`src/rtl/seg7_scan_driver_if.sv`:
```
// Signal bundle between the RTC counter chain and the multiplexed 6-digit display.
// master: drives the BCD digits and the leading-zero option; slave: drives the display.
interface seg7_scan_driver_if;
    logic [3:0] hrm;
    logic [3:0] hrl;
    logic [3:0] minm;
    logic [3:0] minl;
    logic [3:0] secm;
    logic [3:0] secl;
    logic       blank_lz;
    logic [6:0] seg;
    logic       dp;
    logic [5:0] an;
    logic [2:0] digit_idx;
    logic       frame_done;

    modport master (
        output hrm, hrl, minm, minl, secm, secl, blank_lz,
        input  seg, dp, an, digit_idx, frame_done
    );

    modport slave (
        input  hrm, hrl, minm, minl, secm, secl, blank_lz,
        output seg, dp, an, digit_idx, frame_done
    );
endinterface

```
`src/rtl/seg7_scan_driver.sv`:
```
// Six-digit multiplexed 7-segment scanner with per-frame digit snapshot,
// anti-ghosting blanking, leading-zero suppression and a colon blink phase.
module seg7_scan_driver #(
    parameter int unsigned SCAN_DIV = 50000,
    parameter int unsigned BLANK    = 4
) (
    input  logic                clk,
    input  logic                rst,
    seg7_scan_driver_if.slave   bus
);

    localparam logic [15:0] DIV_LAST  = 16'(SCAN_DIV - 1);
    localparam logic [15:0] BLANK_CNT = 16'(BLANK);
    localparam logic [2:0]  LAST_SLOT = 3'd5;

    logic [15:0] prescaler_reg;
    logic [15:0] prescaler_next;
    logic [2:0]  idx_reg;
    logic [2:0]  idx_next;
    logic        blink_reg;
    logic        blink_next;
    logic [3:0]  snap_reg  [6];
    logic [3:0]  snap_next [6];
    logic [3:0]  live_digit [6];

    logic        tick;
    logic        frame_start;

    logic [6:0]  seg_reg;
    logic [6:0]  seg_next;
    logic        dp_reg;
    logic        dp_next;
    logic [5:0]  an_reg;
    logic [5:0]  an_next;
    logic [2:0]  digit_idx_reg;
    logic        frame_done_reg;
    logic        frame_done_next;

    logic [3:0]  cur_digit;
    logic        active;
    logic        suppress;
    logic        show;

    function automatic logic [6:0] decode(input logic [3:0] d);
        logic [6:0] s;
        case (d)
            4'd0:    s = 7'b1000000;
            4'd1:    s = 7'b1111001;
            4'd2:    s = 7'b0100100;
            4'd3:    s = 7'b0110000;
            4'd4:    s = 7'b0011001;
            4'd5:    s = 7'b0010010;
            4'd6:    s = 7'b0000010;
            4'd7:    s = 7'b1111000;
            4'd8:    s = 7'b0000000;
            4'd9:    s = 7'b0010000;
            default: s = 7'b0111111;
        endcase
        return s;
    endfunction

    // Slot order: index 0 is the rightmost digit (seconds units).
    assign live_digit[0] = bus.secl;
    assign live_digit[1] = bus.secm;
    assign live_digit[2] = bus.minl;
    assign live_digit[3] = bus.minm;
    assign live_digit[4] = bus.hrl;
    assign live_digit[5] = bus.hrm;

    always_comb begin
        tick           = (prescaler_reg == DIV_LAST);
        frame_start    = tick && (idx_reg == LAST_SLOT);
        prescaler_next = tick ? 16'd0 : prescaler_reg + 16'd1;
        idx_next       = idx_reg;
        if (tick) begin
            idx_next = (idx_reg == LAST_SLOT) ? 3'd0 : idx_reg + 3'd1;
        end
        blink_next = blink_reg ^ (frame_start && (live_digit[0] != snap_reg[0]));
    end

    // Digits are only sampled at the frame boundary so a frame never mixes two times.
    generate
        for (genvar gi = 0; gi < 6; gi++) begin : g_snap
            assign snap_next[gi] = frame_start ? live_digit[gi] : snap_reg[gi];
        end
    endgenerate

    always_ff @(posedge clk) begin
        if (rst) begin
            prescaler_reg <= '0;
            idx_reg       <= '0;
            blink_reg     <= 1'b0;
            for (int i = 0; i < 6; i++) begin
                snap_reg[i] <= '0;
            end
        end else begin
            prescaler_reg <= prescaler_next;
            idx_reg       <= idx_next;
            blink_reg     <= blink_next;
            snap_reg      <= snap_next;
        end
    end

    always_comb begin
        case (idx_reg)
            3'd0:    cur_digit = snap_reg[0];
            3'd1:    cur_digit = snap_reg[1];
            3'd2:    cur_digit = snap_reg[2];
            3'd3:    cur_digit = snap_reg[3];
            3'd4:    cur_digit = snap_reg[4];
            3'd5:    cur_digit = snap_reg[5];
            default: cur_digit = snap_reg[0];
        endcase
        active          = (prescaler_reg >= BLANK_CNT);
        suppress        = (idx_reg == LAST_SLOT) && bus.blank_lz && (snap_reg[5] == 4'd0);
        show            = active && !suppress;
        seg_next        = decode(cur_digit);
        dp_next         = !(active && blink_reg && ((idx_reg == 3'd2) || (idx_reg == 3'd4)));
        frame_done_next = frame_start;
    end

    generate
        for (genvar gi = 0; gi < 6; gi++) begin : g_an
            assign an_next[gi] = !(show && (idx_reg == 3'(gi)));
        end
    endgenerate

    always_ff @(posedge clk) begin
        if (rst) begin
            seg_reg        <= 7'h7F;
            dp_reg         <= 1'b1;
            an_reg         <= 6'h3F;
            digit_idx_reg  <= 3'd0;
            frame_done_reg <= 1'b0;
        end else begin
            seg_reg        <= seg_next;
            dp_reg         <= dp_next;
            an_reg         <= an_next;
            digit_idx_reg  <= idx_reg;
            frame_done_reg <= frame_done_next;
        end
    end

    assign bus.seg        = seg_reg;
    assign bus.dp         = dp_reg;
    assign bus.an         = an_reg;
    assign bus.digit_idx  = digit_idx_reg;
    assign bus.frame_done = frame_done_reg;

endmodule
```
`src/flat_wrapper.sv`:
```
// flat-port wrapper written by rule: the top's interface ports become plain ports
module seg7_scan_driver_flat 
#(
    parameter int unsigned SCAN_DIV = 50000,
    parameter int unsigned BLANK    = 4
)
  (clk, rst, bus_hrm, bus_hrl, bus_minm, bus_minl, bus_secm, bus_secl, bus_blank_lz, bus_seg, bus_dp, bus_an, bus_digit_idx, bus_frame_done);
  seg7_scan_driver_if bus_i ();
  input  logic clk;
  input  logic rst;
  input wire logic [$bits(bus_i.hrm)-1:0] bus_hrm;
  input wire logic [$bits(bus_i.hrl)-1:0] bus_hrl;
  input wire logic [$bits(bus_i.minm)-1:0] bus_minm;
  input wire logic [$bits(bus_i.minl)-1:0] bus_minl;
  input wire logic [$bits(bus_i.secm)-1:0] bus_secm;
  input wire logic [$bits(bus_i.secl)-1:0] bus_secl;
  input wire logic [$bits(bus_i.blank_lz)-1:0] bus_blank_lz;
  output wire logic [$bits(bus_i.seg)-1:0] bus_seg;
  output wire logic [$bits(bus_i.dp)-1:0] bus_dp;
  output wire logic [$bits(bus_i.an)-1:0] bus_an;
  output wire logic [$bits(bus_i.digit_idx)-1:0] bus_digit_idx;
  output wire logic [$bits(bus_i.frame_done)-1:0] bus_frame_done;
  assign bus_i.hrm = bus_hrm;
  assign bus_i.hrl = bus_hrl;
  assign bus_i.minm = bus_minm;
  assign bus_i.minl = bus_minl;
  assign bus_i.secm = bus_secm;
  assign bus_i.secl = bus_secl;
  assign bus_i.blank_lz = bus_blank_lz;
  assign bus_seg = bus_i.seg;
  assign bus_dp = bus_i.dp;
  assign bus_an = bus_i.an;
  assign bus_digit_idx = bus_i.digit_idx;
  assign bus_frame_done = bus_i.frame_done;
  seg7_scan_driver #(.SCAN_DIV(SCAN_DIV), .BLANK(BLANK)) u_core (.clk(clk), .rst(rst), .bus(bus_i));
endmodule
```
`config.mk`:
```
export PLATFORM = sky130hd
export DESIGN_NAME = seg7_scan_driver_flat
export DESIGN_NICKNAME = d
export VERILOG_FILES = /design/src/rtl/seg7_scan_driver_if.sv /design/src/rtl/seg7_scan_driver.sv /design/src/flat_wrapper.sv
export SDC_FILE = /design/constraint.sdc
export NUM_CORES = 1
export LEC_CHECK = 0
export BUFFER_PORTS_ARGS = -buffer_cell sky130_fd_sc_hd__buf_2
export CELL_PAD_IN_SITES_DETAIL_PLACEMENT = 1
export CELL_PAD_IN_SITES_GLOBAL_PLACEMENT = 1
export CORE_MARGIN = 2
export CORE_UTILIZATION = 45
export CTS_CLUSTER_DIAMETER = 150
export DETAILED_ROUTE_END_ITERATION = 10
export GPL_TIMING_DRIVEN = 0
export PLACE_DENSITY = 0.8
export SETUP_SLACK_MARGIN = 0.4
export SYNTH_ARGS = -nofsm -noshare
export SYNTH_HDL_FRONTEND = slang
export SYNTH_SLANG_ARGS = --single-unit
```
`constraint.sdc`:
```
create_clock -name clk -period 5.41 [get_ports clk]
set_input_delay 1.082 -clock clk [delete_from_list [all_inputs] [get_ports clk]]
set_output_delay 1.082 -clock clk [all_outputs]
set_load 0.05 [all_outputs]
```
* Yosys cells after proc, flatten, opt, wreduce, memory -nomap -nowiden
Memories as Yosys holds them, arrays and structs flattened. A register that Yosys moved wholly into a read port is not among the register bits.
Cells that the tools add are included.
** Cells by class
- Equality and inequality tests :: 7
- Mux-type cells :: 2
- Bitwise operators :: 1
- Order comparisons :: 1
- Reduce and logical (&&, ||, !) cells :: 25
- $add $sub $neg :: 2
** Operators by type and width (number)
- 4-bit one-hot mux with 5 select lines :: 1
- 16-bit by 1-bit adder with 16-bit output, second input constant :: 1
- 16-bit equality test, second input constant :: 1
- 16-bit by 3-bit greater-or-equal comparator with 1-bit output, second input constant :: 1
- 1-bit logical AND :: 13
- 1-bit zero test :: 8
- 3-bit by 2-bit equality test with 1-bit output, second input constant :: 2
- 3-bit equality test, second input constant :: 2
- 4-bit zero test :: 1
- 4-bit inequality test :: 1
- 3-bit by 1-bit adder with 3-bit output, second input constant :: 1
- 3-bit by 1-bit equality test with 1-bit output, second input constant :: 1
- 3-bit zero test :: 1
- 3-bit 2-to-1 mux :: 1
- 2-bit OR reduction :: 1
- 1-bit logical OR :: 1
- 1-bit XOR :: 1
** Storage, ports and cells
- Register bits after elaboration :: 55
- Bits in read-only memories :: 112
- Output and inout bits :: 18
- Bits of input ports :: 27
- Memories kept :: 1
- Word-level logic and storage cells :: 52
** Memory list
- (no name shown) :: words 16, bits a word 7, read ports 1, clocked after Yosys merged registers in 1, write ports 0, line seg7_scan_driver.sv:46 : case (d)

* Longest topological paths before layout
- Word-level depth :: 7
- Mapped depth :: 12

* Worst setup path before layout
OpenSTA, ideal clock, no wires.
- Kind :: register to register
- Start :: register u_core.idx_reg[1]
- End :: register u_core.seg_reg[3], in the netlist u_core.bus.seg[3]
- Data arrival time :: 2.254 ns
- Setup time :: 0.123 ns
- Setup slack :: 3.033 ns
- Data required time :: 5.287 ns
- Path buffers :: 2
- Stages on the path, launching flop included :: 13
- Path through :: dfxtp_1 > buf_6 > clkbuf_1 > and2_1 > ha_1 > or2_2 > a21oi_1 > o32a_1 > inv_1 > ha_1 > inv_1 > o21ai_0 > nand3_1
** Between the ends
- Word-level cells in the longest chain between the ends :: 2
- Elaborated cells on any way between the ends :: 6
** RTL lines
- start: declaration :: line seg7_scan_driver.sv:18 : logic [2:0] idx_reg;
- start signal: assignment :: line seg7_scan_driver.sv:98 : idx_reg <= idx_next;
- 3-bit equality test (tied with other cells) :: line seg7_scan_driver.sv:105 : case (idx_reg)
- 4-bit one-hot mux with 5 select lines * :: line seg7_scan_driver.sv:105
- end: declaration :: line seg7_scan_driver.sv:29 : logic [6:0] seg_reg;
Every way passes the cells marked *; elsewhere a longest branch is shown, timed or not.
A chain may end at the register's enable or synchronous reset.

* Final worst setup path
Ends and elaborated chain as after synthesis.

==> out/metrics.csv <==
stage;metric;value;unit
status;outcome;finished, final reports clean;
floorplan;dieArea;0.006779;mm2
sta;finalMaxSlewViolations;0;
sta;tns;0;ps
synth;synth-warning-count;0;
clock_network;clockBufferDepth;2;
sta;fin_crit_sh;53.68;%
worst_setup_path;crit_type;reg2reg;
hold_path;hold_path.class;reg2reg;
clock_network;post_cts_buffers;0;
synth;ys_seq_elements;62;
synth;postSynthAreaPerCell;9.144;um2
sta;fin_skew;8.608;ps
clock_network;clk_pin_slew_worst_paths;80;ps
floorplan;core_area;0.005921;mm2
route;routed_via_density;5.320;
route;drt_first_pass_iters;4;
synth;ys.flop_type;dfxtp_1;
global_route;antenna_found_initial;0;
synth;synthesis.nets;335;
floorplan;initial_core_util;46.64;%
clock_network;cts.sinks;62;
route;drtIter0Drc;109;
cells_and_area;nets;390;
placement;gp_congestion;0.8029;
sta;clock.fmax;0.3443;GHz
cells_and_area;layout_common_cells;dfxtp_1, nor2_1, buf_2;
cells_and_area;mostFrequentLayoutCell;dfxtp_1;
route;vias;2325;
synth;synth.cell_area;0.002761;mm2
cells_and_area;synthToLayoutAreaGrowth;20.25;%
power_and_ir_drop;power_switching;0.0002241;W
clock_network;cts_made_buffers;9;
clock_network;cts_max_level;3;
sta;worstMarginPinSlew;613.8;ps
power_and_ir_drop;p_leak;1.289;nW
worst_setup_path;crit_fanout;10;
power_and_ir_drop;switching_share;22.26;%
route;ant_nets;0;
synth;async_flop_share;0;%
route;drc_errors;0;
global_route;grt_overflow;0;
clock_network;cts_tree;yes;
floorplan;ioPinCount;45;
cells_and_area;drive_gt1_share;20.17;%
worst_setup_path;critPathArrivalTime;3120;ps
floorplan;dieWidth;82.34;um
sta;hold_ws;459.2;ps
worst_setup_path;cp-start-kind;flip-flop;
clock_network;cts-resized-gates;0;
floorplan;row_count;28;
clock_network;insertion_delay;340;ps
synth;synth_edf_count;0;
worst_setup_path;max_stage_delay;350;ps
cells_and_area;antenna_cells;0;
power_and_ir_drop;p_seq_share;46.0;%
placement;dp_hpwl;4930;um
cells_and_area;post-route-util;56.09;%
cells_and_area;multi_input_area;0.001388;mm2
synth;synth_seq_area_share;44.95;%
clock_network;root_buffer;clkbuf_8;
job;cap_violations;0;
synth;ys_types;39;
clock_network;cts_hold_buf;0;
power_and_ir_drop;clockPowerShare;50.0;%
sta;rsz0062_at_grt;false;
cells_and_area;regArea;0.001241;mm2
sta;slew-limit-headroom;58.95;%
sta;final_hold_viol_count;0;
power_and_ir_drop;p_per_area;303.2;mW/mm2
power_and_ir_drop;power.internal;0.0007828;W
route;wl_per_cell;15.74;um
global_route;grt_start_max_net_pins;13;
cells_and_area;nFillCells;702;
worst_setup_path;cp_slowest_cell;or2_2;
sta;fin_crit;2904;ps
global_route;grt_pass1_wl;11160;um
global_route;grtUsageTotal;22.12;%
cells_and_area;largest_register_ffs;24;
worst_setup_path;required;5630;ps
power_and_ir_drop;comb_power_share;4.0;%
synth;synth_cells;302;
power_and_ir_drop;power;0.001007;W
power_and_ir_drop;peakVddDrop;0.0003129;V
global_route;grt_pass1_vias;2341;
worst_setup_path;cp-end-kind;flip-flop;
worst_setup_path;path_cells;buf_6, clkbuf_1, and2_1, ha_1, or2_2, a21oi_1, o32a_1, inv_1, ha_1, inv_1, o21ai_0, nand3_1;
route;drt_wl_total;6877;um
placement;io_buffer_count;44;
sta;setup_violations;0;
floorplan;die_y;82.34;um
stage by stage:
step	worst slack [ps]	area, um2	std cells
4_1_cts	2514	3321	437
2_1_floorplan	3033	2761	302
5_1_grt	2336	3321	437
3_3_place_gp	2668	3075	421
3_5_place_dp	2565	3075	421
6_report	2506	3321	437
metal layers:
layer,up-vias,global-route usage (%),part of all wire [%]
li1,1143,-,-
met1,1113,26.41,45
met2,52,37.66,49
met3,17,3.696,3.2
met4,0,12.00,2.7
met5,-,0,0
final cells by class:
cell class	instances	area share, %
clock inverters	7	3.655
clock buffers	9	3.730
plain buffers	14	2.788
multi-input cells	216	41.79
flip-flops and latches	62	37.38
inverters	10	1.206
repair buffers	44	6.632
well taps	75	2.826
power groups by stage:
| stage | Clock [W] | Sequential (W) | Combinational, W |
|---|---|---|---|
| finish | 0.000503 | 0.000463 | 0.0000405 |
| global route | 0.000533 | 0.000464 | 0.0000452 |
| CTS | 0.000511 | 0.000463 | 0.0000411 |
| detailed placement | 0 | 0.000474 | 0.0000409 |
| global placement | 0 | 0.000474 | 0.0000396 |
| floorplan | 0 | 0.000483 | 0.0000131 |
critical path: cells and delay by family, from the launching register on:
kind	cells	cell delay, ps
AOI/OAI and AO/OA	3	650
adders and majority gates	2	590
buffers and inverters	4	520
DFF	1	320
and+or+nand+nor	3	710
synth_stat cells, types with 2 or more instances:
master | number | area share [%]
dfxtp_1 | 62 | 45
nor2_1 | 56 | 7.6
mux2i_1 | 29 | 11
nand2_1 | 20 | 2.7
a21oi_1 | 13 | 2.4
nand3_1 | 11 | 2.0
xor2_1 | 11 | 3.5
inv_1 | 9 | 1.2
o21ai_0 | 9 | 1.6
xnor2_1 | 8 | 2.5
clkbuf_1 | 7 | 0.95
a211oi_1 | 6 | 1.6
ha_1 | 6 | 2.7
buf_6 | 5 | 2.0
and3_1 | 4 | 0.91
nor2b_1 | 4 | 0.91
nor3_1 | 4 | 0.72
nor4_1 | 4 | 0.91
and4_1 | 3 | 0.95
nand4_1 | 3 | 0.68
o211ai_1 | 3 | 0.82
o32a_1 | 3 | 1.1
and2_1 | 2 | 0.45
buf_2 | 2 | 0.36
o21ai_1 | 2 | 0.36
or2_2 | 2 | 0.45
or3_1 | 2 | 0.45
cell families after synthesis:
kind of cell	after synthesis	share of synthesized area [%]
compound gates	41	10.06
xor+xnor	19	6.026
fa+ha+maj	6	2.719
buf+inv	24	4.803
flops	62	44.95
mux	29	10.51
simple gates	121	20.93
worst paths after layout:
check	startpoint	end	slack, ps	depth (start not counted)
setup reg to reg	u_core.idx_reg[1]	u_core.bus.seg[3]	2510	12
setup / recovery	u_core.idx_reg[1]	u_core.bus.seg[3]	2510	12
hold reg to reg	u_core.blink_reg	u_core.bus.dp	460	1
hold / removal	u_core.blink_reg	u_core.bus.dp	460	1
Note: power is estimated with default switching activity, not from simulation.
